`src/rtl/axi4lite_master_pkg.sv`:
```
// rtl/axi4lite_master_pkg.sv - shared AXI4-Lite response codes and master FSM states
package axi4lite_master_pkg;

    // AXI response encodings
    localparam logic [1:0] RESP_OKAY   = 2'b00;
    localparam logic [1:0] RESP_EXOKAY = 2'b01;
    localparam logic [1:0] RESP_SLVERR = 2'b10;
    localparam logic [1:0] RESP_DECERR = 2'b11;

    // Code reported on the command side when the watchdog aborts a transaction
    localparam logic [1:0] RESP_TIMEOUT = 2'b11;

    typedef enum logic [1:0] {
        ST_IDLE  = 2'd0,
        ST_WRITE = 2'd1,
        ST_READ  = 2'd2,
        ST_RESP  = 2'd3
    } state_t;

endpackage

```
`src/rtl/axi4lite_watchdog.sv`:
```
// rtl/axi4lite_watchdog.sv - loadable down-counter flagging a stalled transaction
module axi4lite_watchdog #(
    parameter int unsigned TIMEOUT_CYCLES = 255
) (
    input  logic clk,
    input  logic rst_n,
    input  logic clear,
    input  logic enable,
    output logic expired
);

    localparam int unsigned CW = (TIMEOUT_CYCLES > 1) ? $clog2(TIMEOUT_CYCLES) : 1;
    // Loading N-1 makes expiry fire in the N-th enabled cycle, so the owner can
    // react on that edge and present its result in cycle N+1.
    localparam logic [CW-1:0] LOAD = CW'((TIMEOUT_CYCLES == 0) ? 0 : TIMEOUT_CYCLES - 1);

    logic [CW-1:0] count;

    // Reload on clear, otherwise count down while enabled and hold at zero
    always_ff @(posedge clk or negedge rst_n) begin
        if (!rst_n) begin
            count <= '0;
        end else if (clear) begin
            count <= LOAD;
        end else if (enable && (count != '0)) begin
            count <= count - CW'(1);
        end
    end

    // A zero TIMEOUT_CYCLES disables the watchdog entirely
    assign expired = (TIMEOUT_CYCLES != 0) && enable && (count == '0);

endmodule

```
`src/rtl/axi4lite_master.sv`:
```
// rtl/axi4lite_master.sv - single-outstanding AXI4-Lite initiator driven by a command/response stream
module axi4lite_master
    import axi4lite_master_pkg::*;
#(
    parameter int unsigned AXI_AWIDTH     = 4,
    parameter int unsigned AXI_DWIDTH     = 32,
    parameter int unsigned TIMEOUT_CYCLES = 255
) (
    input  logic                    AXI_ACLK,
    input  logic                    AXI_ARESETN,

    input  logic                    CMD_VALID,
    output logic                    CMD_READY,
    input  logic                    CMD_WRITE,
    input  logic [AXI_AWIDTH-1:0]   CMD_ADDR,
    input  logic [AXI_DWIDTH-1:0]   CMD_WDATA,
    input  logic [AXI_DWIDTH/8-1:0] CMD_WSTRB,

    output logic                    RSP_VALID,
    input  logic                    RSP_READY,
    output logic [AXI_DWIDTH-1:0]   RSP_RDATA,
    output logic [1:0]              RSP_RESP,
    output logic                    RSP_TIMEOUT,

    output logic [AXI_AWIDTH-1:0]   AXI_AWADDR,
    output logic                    AXI_AWVALID,
    input  logic                    AXI_AWREADY,
    output logic [AXI_DWIDTH-1:0]   AXI_WDATA,
    output logic [AXI_DWIDTH/8-1:0] AXI_WSTRB,
    output logic                    AXI_WVALID,
    input  logic                    AXI_WREADY,
    input  logic [1:0]              AXI_BRESP,
    input  logic                    AXI_BVALID,
    output logic                    AXI_BREADY,
    output logic [AXI_AWIDTH-1:0]   AXI_ARADDR,
    output logic                    AXI_ARVALID,
    input  logic                    AXI_ARREADY,
    input  logic [AXI_DWIDTH-1:0]   AXI_RDATA,
    input  logic [1:0]              AXI_RRESP,
    input  logic                    AXI_RVALID,
    output logic                    AXI_RREADY
);

    state_t state;
    logic   cmd_accept;
    logic   wd_enable;
    logic   wd_expired;
    logic   b_hs;
    logic   r_hs;

    assign cmd_accept = (state == ST_IDLE) && CMD_VALID && CMD_READY;
    assign wd_enable  = (state == ST_WRITE) || (state == ST_READ);
    assign b_hs       = AXI_BVALID && AXI_BREADY;
    assign r_hs       = AXI_RVALID && AXI_RREADY;

    axi4lite_watchdog #(
        .TIMEOUT_CYCLES (TIMEOUT_CYCLES)
    ) u_watchdog (
        .clk     (AXI_ACLK),
        .rst_n   (AXI_ARESETN),
        .clear   (cmd_accept),
        .enable  (wd_enable),
        .expired (wd_expired)
    );

    // Transaction FSM; every interface output is a register driven from here
    always_ff @(posedge AXI_ACLK or negedge AXI_ARESETN) begin
        if (!AXI_ARESETN) begin
            state       <= ST_IDLE;
            CMD_READY   <= 1'b0;
            RSP_VALID   <= 1'b0;
            RSP_RDATA   <= '0;
            RSP_RESP    <= RESP_OKAY;
            RSP_TIMEOUT <= 1'b0;
            AXI_AWADDR  <= '0;
            AXI_AWVALID <= 1'b0;
            AXI_WDATA   <= '0;
            AXI_WSTRB   <= '0;
            AXI_WVALID  <= 1'b0;
            AXI_BREADY  <= 1'b0;
            AXI_ARADDR  <= '0;
            AXI_ARVALID <= 1'b0;
            AXI_RREADY  <= 1'b0;
        end else begin
            case (state)
                ST_IDLE: begin
                    if (cmd_accept) begin
                        CMD_READY <= 1'b0;
                        // Response-side ready goes up with the address so a
                        // responder waiting on ready can never deadlock us.
                        if (CMD_WRITE) begin
                            AXI_AWADDR  <= CMD_ADDR;
                            AXI_WDATA   <= CMD_WDATA;
                            AXI_WSTRB   <= CMD_WSTRB;
                            AXI_AWVALID <= 1'b1;
                            AXI_WVALID  <= 1'b1;
                            AXI_BREADY  <= 1'b1;
                            state       <= ST_WRITE;
                        end else begin
                            AXI_ARADDR  <= CMD_ADDR;
                            AXI_ARVALID <= 1'b1;
                            AXI_RREADY  <= 1'b1;
                            state       <= ST_READ;
                        end
                    end else begin
                        CMD_READY <= 1'b1;
                    end
                end

                ST_WRITE: begin
                    // A real response wins over a watchdog expiring on the same edge
                    if (b_hs) begin
                        AXI_AWVALID <= 1'b0;
                        AXI_WVALID  <= 1'b0;
                        AXI_BREADY  <= 1'b0;
                        RSP_VALID   <= 1'b1;
                        RSP_RDATA   <= '0;
                        RSP_RESP    <= AXI_BRESP;
                        RSP_TIMEOUT <= 1'b0;
                        state       <= ST_RESP;
                    end else if (wd_expired) begin
                        AXI_AWVALID <= 1'b0;
                        AXI_WVALID  <= 1'b0;
                        AXI_BREADY  <= 1'b0;
                        RSP_VALID   <= 1'b1;
                        RSP_RDATA   <= '0;
                        RSP_RESP    <= RESP_TIMEOUT;
                        RSP_TIMEOUT <= 1'b1;
                        state       <= ST_RESP;
                    end else begin
                        if (AXI_AWREADY) AXI_AWVALID <= 1'b0;
                        if (AXI_WREADY)  AXI_WVALID  <= 1'b0;
                    end
                end

                ST_READ: begin
                    if (r_hs) begin
                        AXI_ARVALID <= 1'b0;
                        AXI_RREADY  <= 1'b0;
                        RSP_VALID   <= 1'b1;
                        RSP_RDATA   <= AXI_RDATA;
                        RSP_RESP    <= AXI_RRESP;
                        RSP_TIMEOUT <= 1'b0;
                        state       <= ST_RESP;
                    end else if (wd_expired) begin
                        AXI_ARVALID <= 1'b0;
                        AXI_RREADY  <= 1'b0;
                        RSP_VALID   <= 1'b1;
                        RSP_RDATA   <= '0;
                        RSP_RESP    <= RESP_TIMEOUT;
                        RSP_TIMEOUT <= 1'b1;
                        state       <= ST_RESP;
                    end else if (AXI_ARREADY) begin
                        AXI_ARVALID <= 1'b0;
                    end
                end

                ST_RESP: begin
                    // Response fields hold until consumed; the next command is
                    // offered only from the following cycle.
                    if (RSP_READY) begin
                        RSP_VALID <= 1'b0;
                        CMD_READY <= 1'b1;
                        state     <= ST_IDLE;
                    end
                end

                default: begin
                    state <= ST_IDLE;
                end
            endcase
        end
    end

endmodule

```
`config.mk`:
```
export PLATFORM = sky130hd
export DESIGN_NAME = axi4lite_master
export DESIGN_NICKNAME = d
export VERILOG_FILES = /design/src/rtl/axi4lite_master_pkg.sv /design/src/rtl/axi4lite_watchdog.sv /design/src/rtl/axi4lite_master.sv
export SDC_FILE = /design/constraint.sdc
export NUM_CORES = 1
export LEC_CHECK = 0
export ABC_AREA = 0
export ABC_CLOCK_PERIOD_IN_PS = 3000
export CORE_ASPECT_RATIO = 1.1
export CORE_MARGIN = 2
export CORE_UTILIZATION = 35
export DETAILED_ROUTE_END_ITERATION = 7
export GPL_TIMING_DRIVEN = 0
export PLACE_DENSITY = 0.81
export SETUP_SLACK_MARGIN = 0.1
export SYNTH_ARGS = -nofsm -noshare
export SYNTH_HDL_FRONTEND = slang
export SYNTH_SLANG_ARGS = --single-unit
export TNS_END_PERCENT = 30
```
`constraint.sdc`:
```
create_clock -name AXI_ACLK -period 3 [get_ports AXI_ACLK]
set_clock_uncertainty 0.05 [all_clocks]
set_input_delay 0.3 -clock AXI_ACLK [delete_from_list [all_inputs] [get_ports AXI_ACLK]]
set_output_delay 0.3 -clock AXI_ACLK [all_outputs]
set_load 0.01 [all_outputs]
```
==> results of run 1 <==
-- layer usage --
layer / track usage / vias to the layer above
met2: 0.320 / 78
met3: 0.0459 / 8
met5: 0 / -
li1: - / 1447
met1: 0.208 / 1533
met4: 0.0418 / 0
-- logic make-up (layout without fill, tap and decap cells) --
group / Yosys count / after routing
buffers and inverters: 19 / 208
xor gates and xnor gates: 3 / 3
DFF: 96 / 96
muxes: 46 / 46
and+or+nand+nor: 51 / 51
adders and majority gates: 7 / 7
AOI/OAI and AO/OA: 72 / 72
-- worst paths after layout --
check                                           from                        end  slack [ns]  depth (start not counted)
hold reg to reg            RSP_RDATA[29]$_DFFE_PN0P_  RSP_RDATA[29]$_DFFE_PN0P_        0.45                          1
min in group AXI_ACLK      RSP_RDATA[29]$_DFFE_PN0P_  RSP_RDATA[29]$_DFFE_PN0P_        0.45                          1
hold / removal                           AXI_ARESETN  RSP_RDATA[12]$_DFFE_PN0P_        0.42                          2
setup / recovery                state[0]$_DFFE_PN0P_  AXI_AWADDR[1]$_DFFE_PN0P_        0.82                          5
setup reg to reg                state[0]$_DFFE_PN0P_  AXI_AWADDR[1]$_DFFE_PN0P_        0.82                          5
max in group asynchronous                AXI_ARESETN  AXI_WDATA[20]$_DFFE_PN0P_        1.81                          3
-- layout by cell type (no fill, tap or decap), types with 2 or more instances in the layout --
cell | netlist | layout
a21oi_1 | 11 | 11
nand3_1 | 5 | 5
nor3_1 | 3 | 3
o22ai_1 | 2 | 2
o2bb2ai_1 | 2 | 2
buf_2 | 7 | 7
clkinv_4 | 0 | 2
dfrtp_1 | 96 | 96
clkbuf_16 | 0 | 9
o21ai_0 | 7 | 7
nor2b_1 | 4 | 4
and3_1 | 2 | 2
nor3b_1 | 2 | 2
a221oi_1 | 2 | 2
and2_1 | 2 | 2
nand3b_1 | 2 | 2
clkbuf_1 | 3 | 4
inv_1 | 6 | 6
buf_1 | 3 | 3
a22o_1 | 32 | 32
nand2_1 | 13 | 13
mux2_2 | 44 | 44
xnor2_1 | 3 | 3
mux2i_1 | 2 | 2
nor2_1 | 11 | 11
clkdlybuf4s50_1 | 0 | 170
clkbuf_8 | 0 | 2
a221o_1 | 2 | 2
ha_1 | 7 | 7
o211ai_1 | 2 | 2
a21o_1 | 4 | 4
-- worst register-to-register path: stages, from the launching register on --
cell	delay, ns
dfrtp_1	0.43
inv_1	0.11
ha_1	0.27
nand4_1	0.30
buf_1	0.50
mux2_2	0.41
-- timing repair --
action,4_1_cts,5_1_grt
buffers inserted,0,0
hold buffers,1,0
hold endpoints to repair,31,0
-- final cells by class --
| type | instances | share of cell area |
|---|---|---|
| Timing Repair Buffer | 173 | 0.283 |
| Clock inverter | 4 | 0.00850 |
| Inverter | 6 | 0.00364 |
| Clock buffer | 12 | 0.0415 |
| Tap cell | 147 | 0.0298 |
| Multi-Input combinational cell | 179 | 0.236 |
| Sequential cell | 96 | 0.389 |
| Buffer | 13 | 0.00931 |
-- per-stage QoR --
stage	setup TNS [ns]	hold WS [ns]	area [µm²]	setup WS, ns
2_1_floorplan	0	-0.0456	3940	1.14
3_3_place_gp	-180.65	0.433	5840	-1.89
3_5_place_dp	0	0.224	5860	0.779
4_1_cts	0	0.422	6180	0.803
5_1_grt	0	0.450	6180	0.648
6_report	0	0.415	6180	0.821
-- state kept, by name, indices dropped and copies added (netlist names), 2 cells and up --
register and count:
RSP_RDATA 32, RSP_RESP 2, AXI_WSTRB 4, state 2
u_watchdog.count 8, AXI_ARADDR 4, AXI_AWADDR 4, AXI_WDATA 32
-- power by group --
part	total [mW]	switching (mW)	internal, mW
clock	1.18	0.486	0.694
combinational	2.86	1.17	1.69
sequential	2.23	0.355	1.88
==> metrics.md, run 1 <==
| Metric | Value |
|---|---|
| Status | `finished clean` |
| Io pins | `172` |
| Htree depth | `3` |
| Vias in the first global route | `about 3200` |
| Worst hold path type | `input pin to async pin` |
| Core Box Area | `roughly 11000 µm²` |
| Die height | `115 µm` |
| Die width | `~110 µm` |
| Antenna Cells | `0` |
| Mux share of post-synthesis cell area | `0.131` |
| Register bit total from synthesis | `96` |
| CP Capture Type | `flip-flop` |
| Area leader, netlist | `dfrtp_1` |
| WL/cell | `around 17 µm` |
| Syn avg cell area | `13.4 µm²` |
| Clock-pin slew on the worst setup and hold paths | `0.07 ns` |
| Final hold vios | `0` |
| Delay-heaviest family, CP | `buffers and inverters` |
| Largest family of logic cells by synthesized area | `compound AO/OA/AOI/OAI gates` |
| 1st-pass router iterations | `5` |
| GP Congestion | `0.823` |
| Cts bufs inserted | `9` |
| Max-cap violations | `0` |
| Max FO, Critical Path | `10` |
| Deepest clock path buffer count | `2` |
| Maximum VDD drop | `0.371 mV` |
| DR DRC count | `0` |
| IO buf count | `171` |
| Rows | `40` |
| Top FF cell, synth | `dfrtp_1` |
| Seq/Total Area, Yosys | `0.609` |
| Top sig layer | `met4` |
| Gate Count Post-Synth | `294` |
| Worst skew pair latency | `between 0.3 and 0.4 ns` |
| Simple-Gate Fraction of Synth Area | `0.0717` |
| Routed WL | `roughly 11000 µm` |
| Post-synth EDFFs | `0` |
| Post-synth top cells | `dfrtp_1, mux2_2, a22o_1` |
| DP Wirelength | `7860 µm` |
| Power per Cell Area | `between 1000 and 1500 nW/µm²` |
| Worst Path Required | `3.17 ns` |
| Filler cells | `907` |
| RSZ-0062 raised after global routing | `no` |
| Synth Area in Compound Gates | `0.139` |
| Crit start category | `flip-flop` |
| P_leak | `~2.7 nW` |
| M1 WL | `between 4000 and 5000 µm` |
| Tightest Pin Transition | `0.682 ns` |
| Total GRT Usage | `0.176` |
| Post-Synth Adder-Cell Area | `0.0222` |
| WL met2 | `5770 µm` |
| Register area | `2400 µm²` |
| Synth-to-Final Area Change | `56.8%` |
| Worst path cell trace | `inv_1 > ha_1 > nand4_1 > buf_1 > mux2_2` |
| Max Fclk | `between 400 and 500 MHz` |
| Antenna viol nets, final | `0` |
| Vias | `3066` |
| Asr flop ratio synth | `1.00` |
| Syn Std Cell Area | `about 3900 µm²` |
| Number of DRC markers in iteration 0 | `159` |
| Layout cells sized above 1 | `0.153` |
| First-pass GRT wire length | `~17000 µm` |
| Ys Warns | `0` |
| Crit path largest cell delay | `0.50 ns` |
| Core Util, Final | `0.564` |
| Top cells by area, synth | `dfrtp_1, mux2_2, a22o_1` |
| Count of final setup violators | `0` |
| Yosys top cell area share | `0.609` |
| Syn Nets | `387` |
| WL met3 | `around 420 µm` |
| Count of cell types in the netlist | `42` |
| Initial antenna violation count | `0` |
| CTS tree | `built` |
| Max_slew headroom | `0.539` |
| Area of the multi-input gates | `1460 µm²` |
| Largest net degree at the start of global routing | `66` |
| Slowest CP cell | `buf_1` |
| XOR/XNOR Fraction of Synth Area | `0.00666` |
| Tcrit/Tclk final | `0.726` |
| Minimum clock period | `2.18 ns` |
| Initial Util | `0.360` |
| Setup CP Type | `flip-flop to flip-flop` |
| Clock sinks | `96` |
| Finished Layout Cells | `630` |
| Routed vias/inst | `4.87` |
| Placed Cells | `613` |
| Arrival time of the worst setup path | `2.35 ns` |
| Root buf cell | `clkbuf_16` |
| CP Buf/Inv Count | `2` |
| Final net count | `571` |
| Die area | `~12000 µm²` |
| Total power draw | `6.27 mW` |
| Gr ovfl total | `0` |
| Final slew viol count | `0` |
| Post-CTS sizing | `0` |
| Cell with the most instances after synthesis | `dfrtp_1` |
Note: power is estimated with default switching activity, not from simulation.
==> inputs of run 2 (changes only) <==
--- a/config.mk
+++ b/config.mk
@@ -6,13 +6,13 @@
 export NUM_CORES = 1
 export LEC_CHECK = 0
 export ABC_AREA = 0
-export ABC_CLOCK_PERIOD_IN_PS = 3000
+export ABC_CLOCK_PERIOD_IN_PS = 2000
 export CORE_ASPECT_RATIO = 1.1
 export CORE_MARGIN = 2
 export CORE_UTILIZATION = 35
 export DETAILED_ROUTE_END_ITERATION = 7
 export GPL_TIMING_DRIVEN = 0
-export PLACE_DENSITY = 0.81
+export PLACE_DENSITY = 0.83
 export SETUP_SLACK_MARGIN = 0.1
 export SYNTH_ARGS = -nofsm -noshare
 export SYNTH_HDL_FRONTEND = slang
==> constraint.sdc (replaced) <==
create_clock -name AXI_ACLK -period 2 [get_ports AXI_ACLK]
set_clock_uncertainty 0.05 [all_clocks]
set_input_delay 0.2 -clock AXI_ACLK [delete_from_list [all_inputs] [get_ports AXI_ACLK]]
set_output_delay 0.2 -clock AXI_ACLK [all_outputs]
set_load 0.01 [all_outputs]
==> run 2 against run 1 <==
- global-route usage is 0.74 points lower
- die area unchanged
- routed wire length up 1.8%
- total power grew 55%
- via count is 3.6% higher
- register-to-register slack worse by 0.80 ns
- worst setup slack worse by 0.80 ns
- worst hold slack got worse by 0.044 ns
- final area grew 3.6%
- clock-buffer cell count is 2 lower
- first-iteration DRC count decreased by 6.3%
- core utilization grew 2.0 points
- critical path type unchanged
- largest cell class unchanged
==> metrics.md, run 2 (synthesized netlist as in run 1, its figures left out) <==
| Metric | Value |
|---|---|
| Rows | `40 (unchanged)` |
| Core Util, Final | `0.584 (+0.0202)` |
| Post-route design area | `6400 µm² (+3.6%)` |
| Arrival time of the worst setup path | `2.13 ns (-0.22 ns)` |
| Slowest CP cell | `dfrtp_2` |
| Setup CP Type | `flip-flop to flip-flop` |
| Worst R2R End | `u_watchdog.count[7]$_DFFE_PN0P_` |
| Core Box Area | `11000 µm² (unchanged)` |
| Max-cap violations | `0 (unchanged)` |
| IO buf count | `171 (unchanged)` |
| Initial antenna violation count | `0 (unchanged)` |
| Finished Layout Cells | `642 (+1.9%)` |
| Dpl ws | `-0.170 ns (-0.949 ns)` |
| Final net count | `583 (+2.1%)` |
| Routed vias/inst | `4.95 (+1.7%)` |
| Total power draw | `9.73 mW (+55%)` |
| Gr ovfl total | `0 (unchanged)` |
| WL/cell | `16.7 µm (-0.15%)` |
| Most frequent cells in the layout | `clkdlybuf4s50_1, dfrtp_1, mux2_2` |
| Initial Util | `0.360 (unchanged)` |
| Tightest Pin Transition | `0.556 ns (-0.127 ns)` |
| Most common cell after layout, fill and taps aside | `clkdlybuf4s50_1` |
| DP Wirelength | `7740 µm (-1.5%)` |
| Worst hold path type | `input pin to async pin` |
| Vias | `3177 (+3.6%)` |
| Crit start category | `flip-flop` |
| Status | `finished clean` |
| Final hold vios | `0 (unchanged)` |
| Routed WL | `10700 µm (+1.8%)` |
| First-pass GRT wire length | `16200 µm (-2.8%)` |
| Root buf cell | `clkbuf_16` |
| Antenna viol nets, final | `0 (unchanged)` |
| Worst Path Required | `2.15 ns (-1.02 ns)` |
| Top flop regs | `AXI_WDATA: 32 flops, RSP_RDATA: 32 flops, u_watchdog.count: 8 flops` |
| CP Capture Type | `flip-flop` |
| Placed Cells | `613 (unchanged)` |
| Minimum clock period | `1.98 ns (-0.197 ns)` |
| Clock-pin slew on the worst setup and hold paths | `0.06 ns (about the same)` |
| Max Fclk | `505 MHz (+9.9%)` |
| Total GRT Usage | `0.169 (-0.00741)` |
| Die area | `12100 µm² (unchanged)` |
| Crit path largest cell delay | `0.40 ns (-0.10 ns)` |
| Fin Setup TNS | `0 ns (unchanged)` |
| Post-Place Cell Area | `5860 µm² (unchanged)` |
| DR DRC count | `0 (unchanged)` |
| Reg2reg setup slack | `0.02 ns (-0.80 ns)` |
| Synth-to-Final Area Change | `62.4%` |
| CTS tree | `built` |
| Layout cells sized above 1 | `0.214 (+0.0609)` |
| Antenna Cells | `0 (unchanged)` |
| Htree depth | `3 (unchanged)` |
| Final slew viol count | `0 (unchanged)` |
| Hold Slack | `0.371 ns (-0.0443 ns)` |
| Number of DRC markers in iteration 0 | `149 (-6.3%)` |
| RSZ-0062 raised after global routing | `yes` |
| Tcrit/Tclk final | `0.991 (+0.265)` |
| Worst Slack Setup Final | `0.0180 ns (-0.803 ns)` |
| Count of final setup violators | `0 (unchanged)` |
| Power per Cell Area | `1520 nW/µm² (+50%)` |
| Worst skew pair latency | `0.33 ns (about the same)` |
| Die height | `115 µm (unchanged)` |
| RR Startpoint | `state[1]$_DFFE_PN0P_` |
| P_leak | `2.76 nW (+4.1%)` |
| GP Congestion | `0.800 (-2.9%)` |
| Deepest clock path buffer count | `2 (unchanged)` |
| Max_slew headroom | `0.629 (+0.0903)` |
| Cts bufs inserted | `9 (unchanged)` |
| Clock sinks | `96 (unchanged)` |
| 1st-pass router iterations | `4 (-1)` |
| Die width | `105 µm (unchanged)` |
| Vias in the first global route | `3317 (+2.8%)` |
| Maximum VDD drop | `0.590 mV (+59%)` |
| Reg2reg path depth | `6 (+1)` |
| Largest net degree at the start of global routing | `56 (-15%)` |
| Worst path cell trace | `inv_2 > ha_4 > clkbuf_4 > nor3b_4 > nand3b_1 > o311ai_0` |
| Io pins | `172 (unchanged)` |
| Max FO, Critical Path | `10 (unchanged)` |
-- run 2: cell types whose count changed in the layout (fill, tap and decap cells not counted), sizes merged --
cell      previous run  this run
clkbuf              15        13
inv                  6         7
clkinvlp             0         2
buf                 12        24
clkinv               3         2
-- run 2: critical path, delay by kind of cell (launching register included) --
family,cells,cell delay [ns]
AND/OR/NAND/NOR,2,0.44
flip-flops,1,0.40
AO/OA/AOI/OAI,1,0.38
buffers and inverters,2,0.29
adder cells (fa/ha/maj),1,0.28
-- run 2: power by group --
part	total [mW]	internal (mW)	switching [mW]
logic	4.63	2.77	1.86
registers	3.37	2.82	0.547
clock network	1.73	1.01	0.724
-- run 2: area by class of cell --
cell class / instances / area (µm²)
plain buffers: 13 / 97.6
clock buffers: 10 / 239
clock inverters: 6 / 67.6
fillers: 877 / 4560
inverters: 6 / 22.5
multi-input cells: 179 / 1550
flip-flops and latches: 96 / 2400
well taps: 147 / 184
repair buffers: 185 / 1840
-- run 2: timing repair --
item,CTS,global route
gates cloned,0,0
hold endpoints to repair,41,0
hold buffers,1,0
resized for setup,20,17
pin swaps,1,4
setup endpoints to repair,83,87
buffers inserted,0,12
-- run 2: worst max-delay path by stage --
stage	from	endpoint	slack, ns	cells after the start
2_1_floorplan	state[0]$_DFFE_PN0P_	u_watchdog.count[3]$_DFFE_PN0P_	0.14	6
3_3_place_gp	AXI_ARESETN	AXI_WDATA[23]$_DFFE_PN0P_	-2.79	1
3_5_place_dp	state[0]$_DFFE_PN0P_	AXI_WSTRB[1]$_DFFE_PN0P_	-0.17	5
4_1_cts	state[1]$_DFFE_PN0P_	u_watchdog.count[3]$_DFFE_PN0P_	-0.01	6
5_1_grt	state[0]$_DFFE_PN0P_	u_watchdog.count[7]$_DFFE_PN0P_	-0.13	6
6_report	state[1]$_DFFE_PN0P_	u_watchdog.count[7]$_DFFE_PN0P_	0.02	6
-- run 2: routing by layer --
metal	share of wire	up-vias	global-route usage
li1	-	1478	-
met1	0.40	1587	0.204
met2	0.54	95	0.301
met3	0.046	17	0.0368
met4	0.017	0	0.0524
met5	0	-	0
